===== src/rtl/uart_tx_param.sv =====
// Parametrised UART transmitter with integrated baud divider.
// Frame: start bit, DATA_BITS data bits LSB-first, optional parity, then 1 or 2 stop bits.
module uart_tx_param #(
    parameter int unsigned CLOCK_INPUT = 50_000_000,
    parameter int unsigned BAUDRATE    = 9600,
    parameter int unsigned DATA_BITS   = 8,
    parameter int unsigned PARITY      = 0,
    parameter int unsigned STOP_BITS   = 1
) (
    input  logic                 clock,
    input  logic                 reset,
    input  logic                 valid,
    input  logic [DATA_BITS-1:0] pdatain,
    output logic                 ready,
    output logic                 sdata,
    output logic                 busy
);

    localparam int unsigned DIV   = CLOCK_INPUT / BAUDRATE;
    localparam int unsigned CNT_W = (DIV > 2) ? $clog2(DIV) : 1;

    localparam logic [CNT_W-1:0] CNT_LAST  = CNT_W'(DIV - 1);
    localparam logic [3:0]       LAST_DATA = 4'(DATA_BITS - 1);
    localparam logic [3:0]       LAST_STOP = 4'(STOP_BITS - 1);
    localparam logic             ODD_MODE  = (PARITY == 1);
    localparam logic             HAS_PAR   = (PARITY != 0);

    localparam logic [2:0] StIdle   = 3'd0;
    localparam logic [2:0] StStart  = 3'd1;
    localparam logic [2:0] StData   = 3'd2;
    localparam logic [2:0] StParity = 3'd3;
    localparam logic [2:0] StStop   = 3'd4;

    if (PARITY > 2) begin : g_bad_parity
        $error("uart_tx_param: PARITY must be 0, 1 or 2");
    end
    if (STOP_BITS < 1 || STOP_BITS > 2) begin : g_bad_stop
        $error("uart_tx_param: STOP_BITS must be 1 or 2");
    end
    if (DIV < 2) begin : g_bad_div
        $error("uart_tx_param: CLOCK_INPUT/BAUDRATE must be at least 2");
    end
    if (DATA_BITS < 5 || DATA_BITS > 9) begin : g_bad_data
        $error("uart_tx_param: DATA_BITS must be in 5..9");
    end

    logic [2:0]           state_q, state_d;
    logic [CNT_W-1:0]     baud_q, baud_d;
    logic [3:0]           bit_q, bit_d;
    logic [DATA_BITS-1:0] shift_q, shift_d;
    logic                 parity_q, parity_d;
    logic                 sdata_q, sdata_d;
    logic                 bit_end;

    assign bit_end = (baud_q == CNT_LAST);

    always_comb begin
        state_d  = state_q;
        baud_d   = baud_q;
        bit_d    = bit_q;
        shift_d  = shift_q;
        parity_d = parity_q;
        unique case (state_q)
            StIdle: begin
                if (valid) begin
                    state_d  = StStart;
                    shift_d  = pdatain;
                    parity_d = (^pdatain) ^ ODD_MODE;
                    baud_d   = '0;
                    bit_d    = '0;
                end
            end
            StStart: begin
                if (bit_end) begin
                    state_d = StData;
                    baud_d  = '0;
                    bit_d   = '0;
                end else begin
                    baud_d = baud_q + CNT_W'(1);
                end
            end
            StData: begin
                if (bit_end) begin
                    baud_d  = '0;
                    shift_d = shift_q >> 1;
                    if (bit_q == LAST_DATA) begin
                        bit_d   = '0;
                        state_d = HAS_PAR ? StParity : StStop;
                    end else begin
                        bit_d = bit_q + 4'd1;
                    end
                end else begin
                    baud_d = baud_q + CNT_W'(1);
                end
            end
            StParity: begin
                if (bit_end) begin
                    state_d = StStop;
                    baud_d  = '0;
                    bit_d   = '0;
                end else begin
                    baud_d = baud_q + CNT_W'(1);
                end
            end
            StStop: begin
                if (bit_end) begin
                    baud_d = '0;
                    if (bit_q == LAST_STOP) begin
                        state_d = StIdle;
                        bit_d   = '0;
                    end else begin
                        bit_d = bit_q + 4'd1;
                    end
                end else begin
                    baud_d = baud_q + CNT_W'(1);
                end
            end
            default: begin
                state_d = StIdle;
                baud_d  = '0;
                bit_d   = '0;
            end
        endcase
    end

    // The line level is registered from the next state so sdata is glitch-free
    // and changes on the same edge as the state.
    always_comb begin
        sdata_d = 1'b1;
        unique case (state_d)
            StStart:  sdata_d = 1'b0;
            StData:   sdata_d = shift_d[0];
            StParity: sdata_d = parity_d;
            default:  sdata_d = 1'b1;
        endcase
    end

    always_ff @(posedge clock) begin
        if (reset) begin
            state_q  <= StIdle;
            baud_q   <= '0;
            bit_q    <= '0;
            shift_q  <= '0;
            parity_q <= 1'b0;
            sdata_q  <= 1'b1;
        end else begin
            state_q  <= state_d;
            baud_q   <= baud_d;
            bit_q    <= bit_d;
            shift_q  <= shift_d;
            parity_q <= parity_d;
            sdata_q  <= sdata_d;
        end
    end

    assign ready = (state_q == StIdle);
    assign busy  = ~ready;
    assign sdata = sdata_q;

endmodule


===== config.mk =====
export PLATFORM = sky130hd
export DESIGN_NAME = uart_tx_param
export DESIGN_NICKNAME = d
export VERILOG_FILES = /design/src/rtl/uart_tx_param.sv
export SDC_FILE = /design/constraint.sdc
export NUM_CORES = 1
export LEC_CHECK = 0
export ABC_AREA = 1
export BUFFER_PORTS_ARGS = -buffer_cell sky130_fd_sc_hd__buf_2
export CAP_MARGIN = 25
export CORE_ASPECT_RATIO = 2
export CORE_MARGIN = 2
export CORE_UTILIZATION = 54
export DETAILED_ROUTE_END_ITERATION = 10
export GPL_ROUTABILITY_DRIVEN = 0
export PLACE_DENSITY = 0.8
export SYNTH_ARGS = -nofsm -noshare
export SYNTH_HDL_FRONTEND = slang
export SYNTH_SLANG_ARGS = --single-unit

===== constraint.sdc =====
create_clock -name clock -period 1.4 [get_ports clock]
set_clock_uncertainty 0.05 [all_clocks]
set_input_delay 0.14 -clock clock [delete_from_list [all_inputs] [get_ports clock]]
set_output_delay 0.14 -clock clock [all_outputs]
set_load 0.02 [all_outputs]

==> Implementation_results.wiki <==
{| class="wikitable"
! Metric !! Value
|-
| Result of the run || finished, violations left
|-
| Failing checks || negative setup slack
|-
| CP startpoint kind || flop
|-
| Largest delay share family, worst path || simple AND/OR/NAND/NOR gates
|-
| Fin. Hold Viols || 0
|-
| Worst Hold Class || in -> reg
|-
| DRC Markers || 0
|-
| Worst reg2reg path endpoint || shift_q[7]
|-
| RR Startpoint || baud_q[1]
|-
| TritonCTS clock tree || built
|-
| Fraction of final layout cells with drive strength greater than 1 || 0.4513
|-
| Crit end category || flop
|-
| Vertical die dimension || 88.40 um
|-
| Unrepaired setup endpoints after global routing || yes
|-
| Number of CTS-inserted buffers || 5
|-
| Register area share after synthesis || 0.3123
|-
| Final setup TNS || -4695 ps
|-
| Syn Area/Cell || 6.631 um^2
|-
| DIE AREA || 4083 um^2
|-
| Fill cells || 177
|-
| Die width || 46.20 um
|-
| Worst-case setup slack after placement || -153.5 ps
|-
| Delay contributed by the slowest stage of the critical path || 360 ps
|-
| Number of sinks driven by the clock tree || 30
|-
| Routed WL || 7080 um
|-
| First-pass GRT wire length || 9170 um
|-
| Setup slack on the worst flop-to-flop path || -280 ps
|-
| Final Max Slew Viols || 0
|-
| Leading cell types by total area after synthesis || sky130_fd_sc_hd__dfxtp_1, sky130_fd_sc_hd__nand2_1, sky130_fd_sc_hd__inv_1, sky130_fd_sc_hd__nor2_1, sky130_fd_sc_hd__a21oi_1
|-
| Detail-routed net length per standard cell || 17.40 um
|-
| Length in cells of the worst reg-to-reg path || 9
|-
| Via count of the routed design || 2,317
|-
| Post-layout nets || 372
|-
| Detailed placer's ending HPWL || 3603 um
|-
| Number of global-route vias before repair || 2,187
|-
| Category of the critical setup timing path || reg -> reg
|-
| Terminating pin of the worst hold path || shift_q[3]
|-
| Area share of the largest cell type after synthesis || 0.3123
|-
| Total power || 2.242 mW
|-
| Growth of design area from synthesis to finish || 51.72%
|-
| Crit-path slowest cell || sky130_fd_sc_hd__dfxtp_2
|-
| Mapped cell area || 1923 um^2
|-
| Required time worst endpoint || 1520 ps
|-
| Static leakage || 1.313 nW
|-
| Hold Path Cell Cnt || 2
|-
| Worst Hold Slack || 144.1 ps
|-
| Source-to-sink clock delay at the later pin of the worst-skew pair || 290 ps
|-
| Buffer depth of the longest clock path || 2
|-
| Buffers on Ports || 13
|-
| Global route total overflow || 0
|-
| Max Freq || 0.5957 GHz
|-
| Via-per-instance ratio || 5.693
|-
| Starting density of the core || 0.5630
|-
| Number of max-capacitance violations reported || 0
|-
| DRT antenna net count || 0
|-
| Largest area contributor in the synthesized netlist || sky130_fd_sc_hd__dfxtp_1
|-
| DRC marker count from the first detailed-route iteration || 162
|-
| Most common cell type on the critical path || sky130_fd_sc_hd__nand2_4
|-
| Overall Global Routing Usage || 0.3096
|-
| Final Critical Period || 1679 ps
|-
| Fraction of registers with async set/reset || 0
|-
| Clock Root Buffer || sky130_fd_sc_hd__clkbuf_8
|-
| DRT Pass-1 Iters || 4
|-
| Core footprint || 3416 um^2
|-
| Antenna diode count || 0
|-
| Flop and latch count out of synthesis || 30
|-
| Signal arrival time at the worst endpoint || 1790 ps
|-
| Placement row count || 30
|-
| H-tree level count || 2
|-
| Transition time at the pin with the least slew margin || 497.2 ps
|-
| Gate count of the mapped netlist || 290
|-
| Unique masters post-synth || 36
|-
| Peak VDD IR || 0.0006386 V
|-
| Clock-pin slew on the worst setup and hold paths || 60 ps
|-
| Synth Warn # || 0
|-
| Total nets after synthesis || 304
|-
| Number of synthesized flops with an enable pin || 0
|-
| Prevailing post-synth register cell || sky130_fd_sc_hd__dfxtp_1
|-
| Power density over the cells || 768.3 nW/um^2
|-
| Crit path buffers/inverters || 2
|-
| Crit path setup slack, layout || -278.6 ps
|-
| Ratio of final minimum period to clock period || 1.199
|-
| Largest net degree at the start of global routing || 14
|-
| Cell Chain, Critical Path || ha_4, nand2_4, inv_4, nand2_4, nor2_4, buf_6, a31oi_4, a22oi_1, nor2_1
|-
| Final count of negative-setup-slack endpoints || 30
|-
| I/O pin total || 14
|-
| Critical Path Fanout Max || 7
|-
| Number of antenna violations at the first check in global routing || 0
|-
| Worst slew margin || 0.6682
|-
| Worst min-delay path startpoint || reset
|}
-- state kept, by name, indices dropped and copies added, names as in the netlist --
name / count
bit_q: 4
shift_q: 8
baud_q: 13
state_q: 3
parity_q: 1
sdata: 1
-- metal layers --
metal,track usage,share of wire,vias to the layer above
met5,0,0,-
met4,0.2052,0.061,0
met3,0.05714,0.040,42
met2,0.5682,0.57,103
met1,0.2852,0.33,1112
li1,-,-,1060
-- stage by stage --
stage	cell area, um^2	util	cells
5_1_grt	2918	0.8542	407
2_1_floorplan	1946	-	290
3_3_place_gp	2297	0.6725	380
6_report	2918	0.8542	407
4_1_cts	2660	0.7788	399
3_5_place_dp	2297	0.6725	380
-- how the worst max path moves through the flow --
| stage | slack, ps | startpoint | cells after the start | to |
|---|---|---|---|---|
| 2_1_floorplan | -40 | state_q[2] | 12 | sdata |
| 3_5_place_dp | -150 | baud_q[1] | 12 | sdata |
| 4_1_cts | -150 | baud_q[1] | 10 | shift_q[2] |
| 3_3_place_gp | -110 | baud_q[1] | 12 | sdata |
| 5_1_grt | -410 | baud_q[1] | 11 | sdata |
| 6_report | -280 | baud_q[1] | 9 | shift_q[7] |
-- kinds of logic (layout without fill, tap and decap cells) --
kind of cell	Yosys count	count (layout)	share of synthesized area
AOI/OAI and AO/OA	35	35	0.1158
xor gates and xnor gates	6	6	0.02733
adders and majority gates	3	3	0.01952
buffers and inverters	49	116	0.1047
DFF	30	30	0.3123
and+or+nand+nor	167	169	0.4203
-- worst reg2reg max path, cell delays in order, from the launching register on --
cell and delay (ps):
sky130_fd_sc_hd__dfxtp_2 360, sky130_fd_sc_hd__ha_4 160, sky130_fd_sc_hd__nand2_4 70, sky130_fd_sc_hd__inv_4 90, sky130_fd_sc_hd__nand2_4 50, sky130_fd_sc_hd__nor2_4 210
sky130_fd_sc_hd__buf_6 150, sky130_fd_sc_hd__a31oi_4 130, sky130_fd_sc_hd__a22oi_1 210, sky130_fd_sc_hd__nor2_1 70
-- placed cells by master (no fill, tap or decap), types with 3 or more instances in the layout --
cell type	count
sky130_fd_sc_hd__nand2_2	11
sky130_fd_sc_hd__nor3b_2	3
sky130_fd_sc_hd__nand2_1	69
sky130_fd_sc_hd__nor2_1	28
sky130_fd_sc_hd__inv_1	36
sky130_fd_sc_hd__nor2_2	9
sky130_fd_sc_hd__buf_6	9
sky130_fd_sc_hd__nand2_8	3
sky130_fd_sc_hd__a21oi_2	8
sky130_fd_sc_hd__nand2_4	6
sky130_fd_sc_hd__clkbuf_8	8
sky130_fd_sc_hd__buf_4	41
sky130_fd_sc_hd__inv_2	6
sky130_fd_sc_hd__nand3_1	10
sky130_fd_sc_hd__dfxtp_1	24
sky130_fd_sc_hd__inv_4	3
sky130_fd_sc_hd__nor3_2	3
sky130_fd_sc_hd__a21oi_1	8
sky130_fd_sc_hd__nand3_2	5
sky130_fd_sc_hd__nand3_4	4
sky130_fd_sc_hd__o22ai_2	7
sky130_fd_sc_hd__nor3_1	5
sky130_fd_sc_hd__dfxtp_2	5
sky130_fd_sc_hd__nor2_4	5
sky130_fd_sc_hd__buf_2	11
sky130_fd_sc_hd__o21ai_0	4
-- cell type report --
class / count / area [um^2] / area share
Timing Repair Buffer: 62 / 484.2 / 0.1660
Clock buffer: 8 / 110.1 / 0.03774
Tap cell: 48 / 60.06 / 0.02058
Sequential cell: 30 / 610.6 / 0.2093
Inverter: 46 / 185.2 / 0.06346
Multi-Input combinational cell: 213 / 1468 / 0.5030
-- Yosys cell counts, types with 2 or more instances --
master                    instances
sky130_fd_sc_hd__xnor2_1          3
sky130_fd_sc_hd__a21oi_1         16
sky130_fd_sc_hd__nand3_1         16
sky130_fd_sc_hd__a22oi_1          2
sky130_fd_sc_hd__nor2_1          37
sky130_fd_sc_hd__o22ai_1          7
sky130_fd_sc_hd__o21ai_0          6
sky130_fd_sc_hd__dfxtp_1         30
sky130_fd_sc_hd__nand2_1         80
sky130_fd_sc_hd__nor2_4           2
sky130_fd_sc_hd__ha_1             3
sky130_fd_sc_hd__nand3_2          2
sky130_fd_sc_hd__nor2_2           3
sky130_fd_sc_hd__inv_1           39
sky130_fd_sc_hd__nor3_1           7
sky130_fd_sc_hd__xor2_1           3
sky130_fd_sc_hd__nor3b_1          3
sky130_fd_sc_hd__inv_2            6
sky130_fd_sc_hd__nand4_1          2
sky130_fd_sc_hd__nand2_2          3
sky130_fd_sc_hd__buf_6            2
sky130_fd_sc_hd__nand2_4          4
-- power breakdown --
group,leakage [nW],internal [mW],total [mW],switching [mW]
clock network,0.0575,0.496,0.836,0.340
registers,0.247,0.887,0.914,0.0262
logic,1.01,0.194,0.492,0.298
total,1.31,1.58,2.24,0.664
-- what timing repair did --
action / in CTS / in global routing
setup endpoints to repair: 27 / 30
buffers inserted: 9 / 8
hold buffers: 0 / 0
gates resized for setup: 42 / 46
cloned: 2 / 0
pin swaps: 24 / 22
Note: power is estimated with default switching activity, not from simulation.
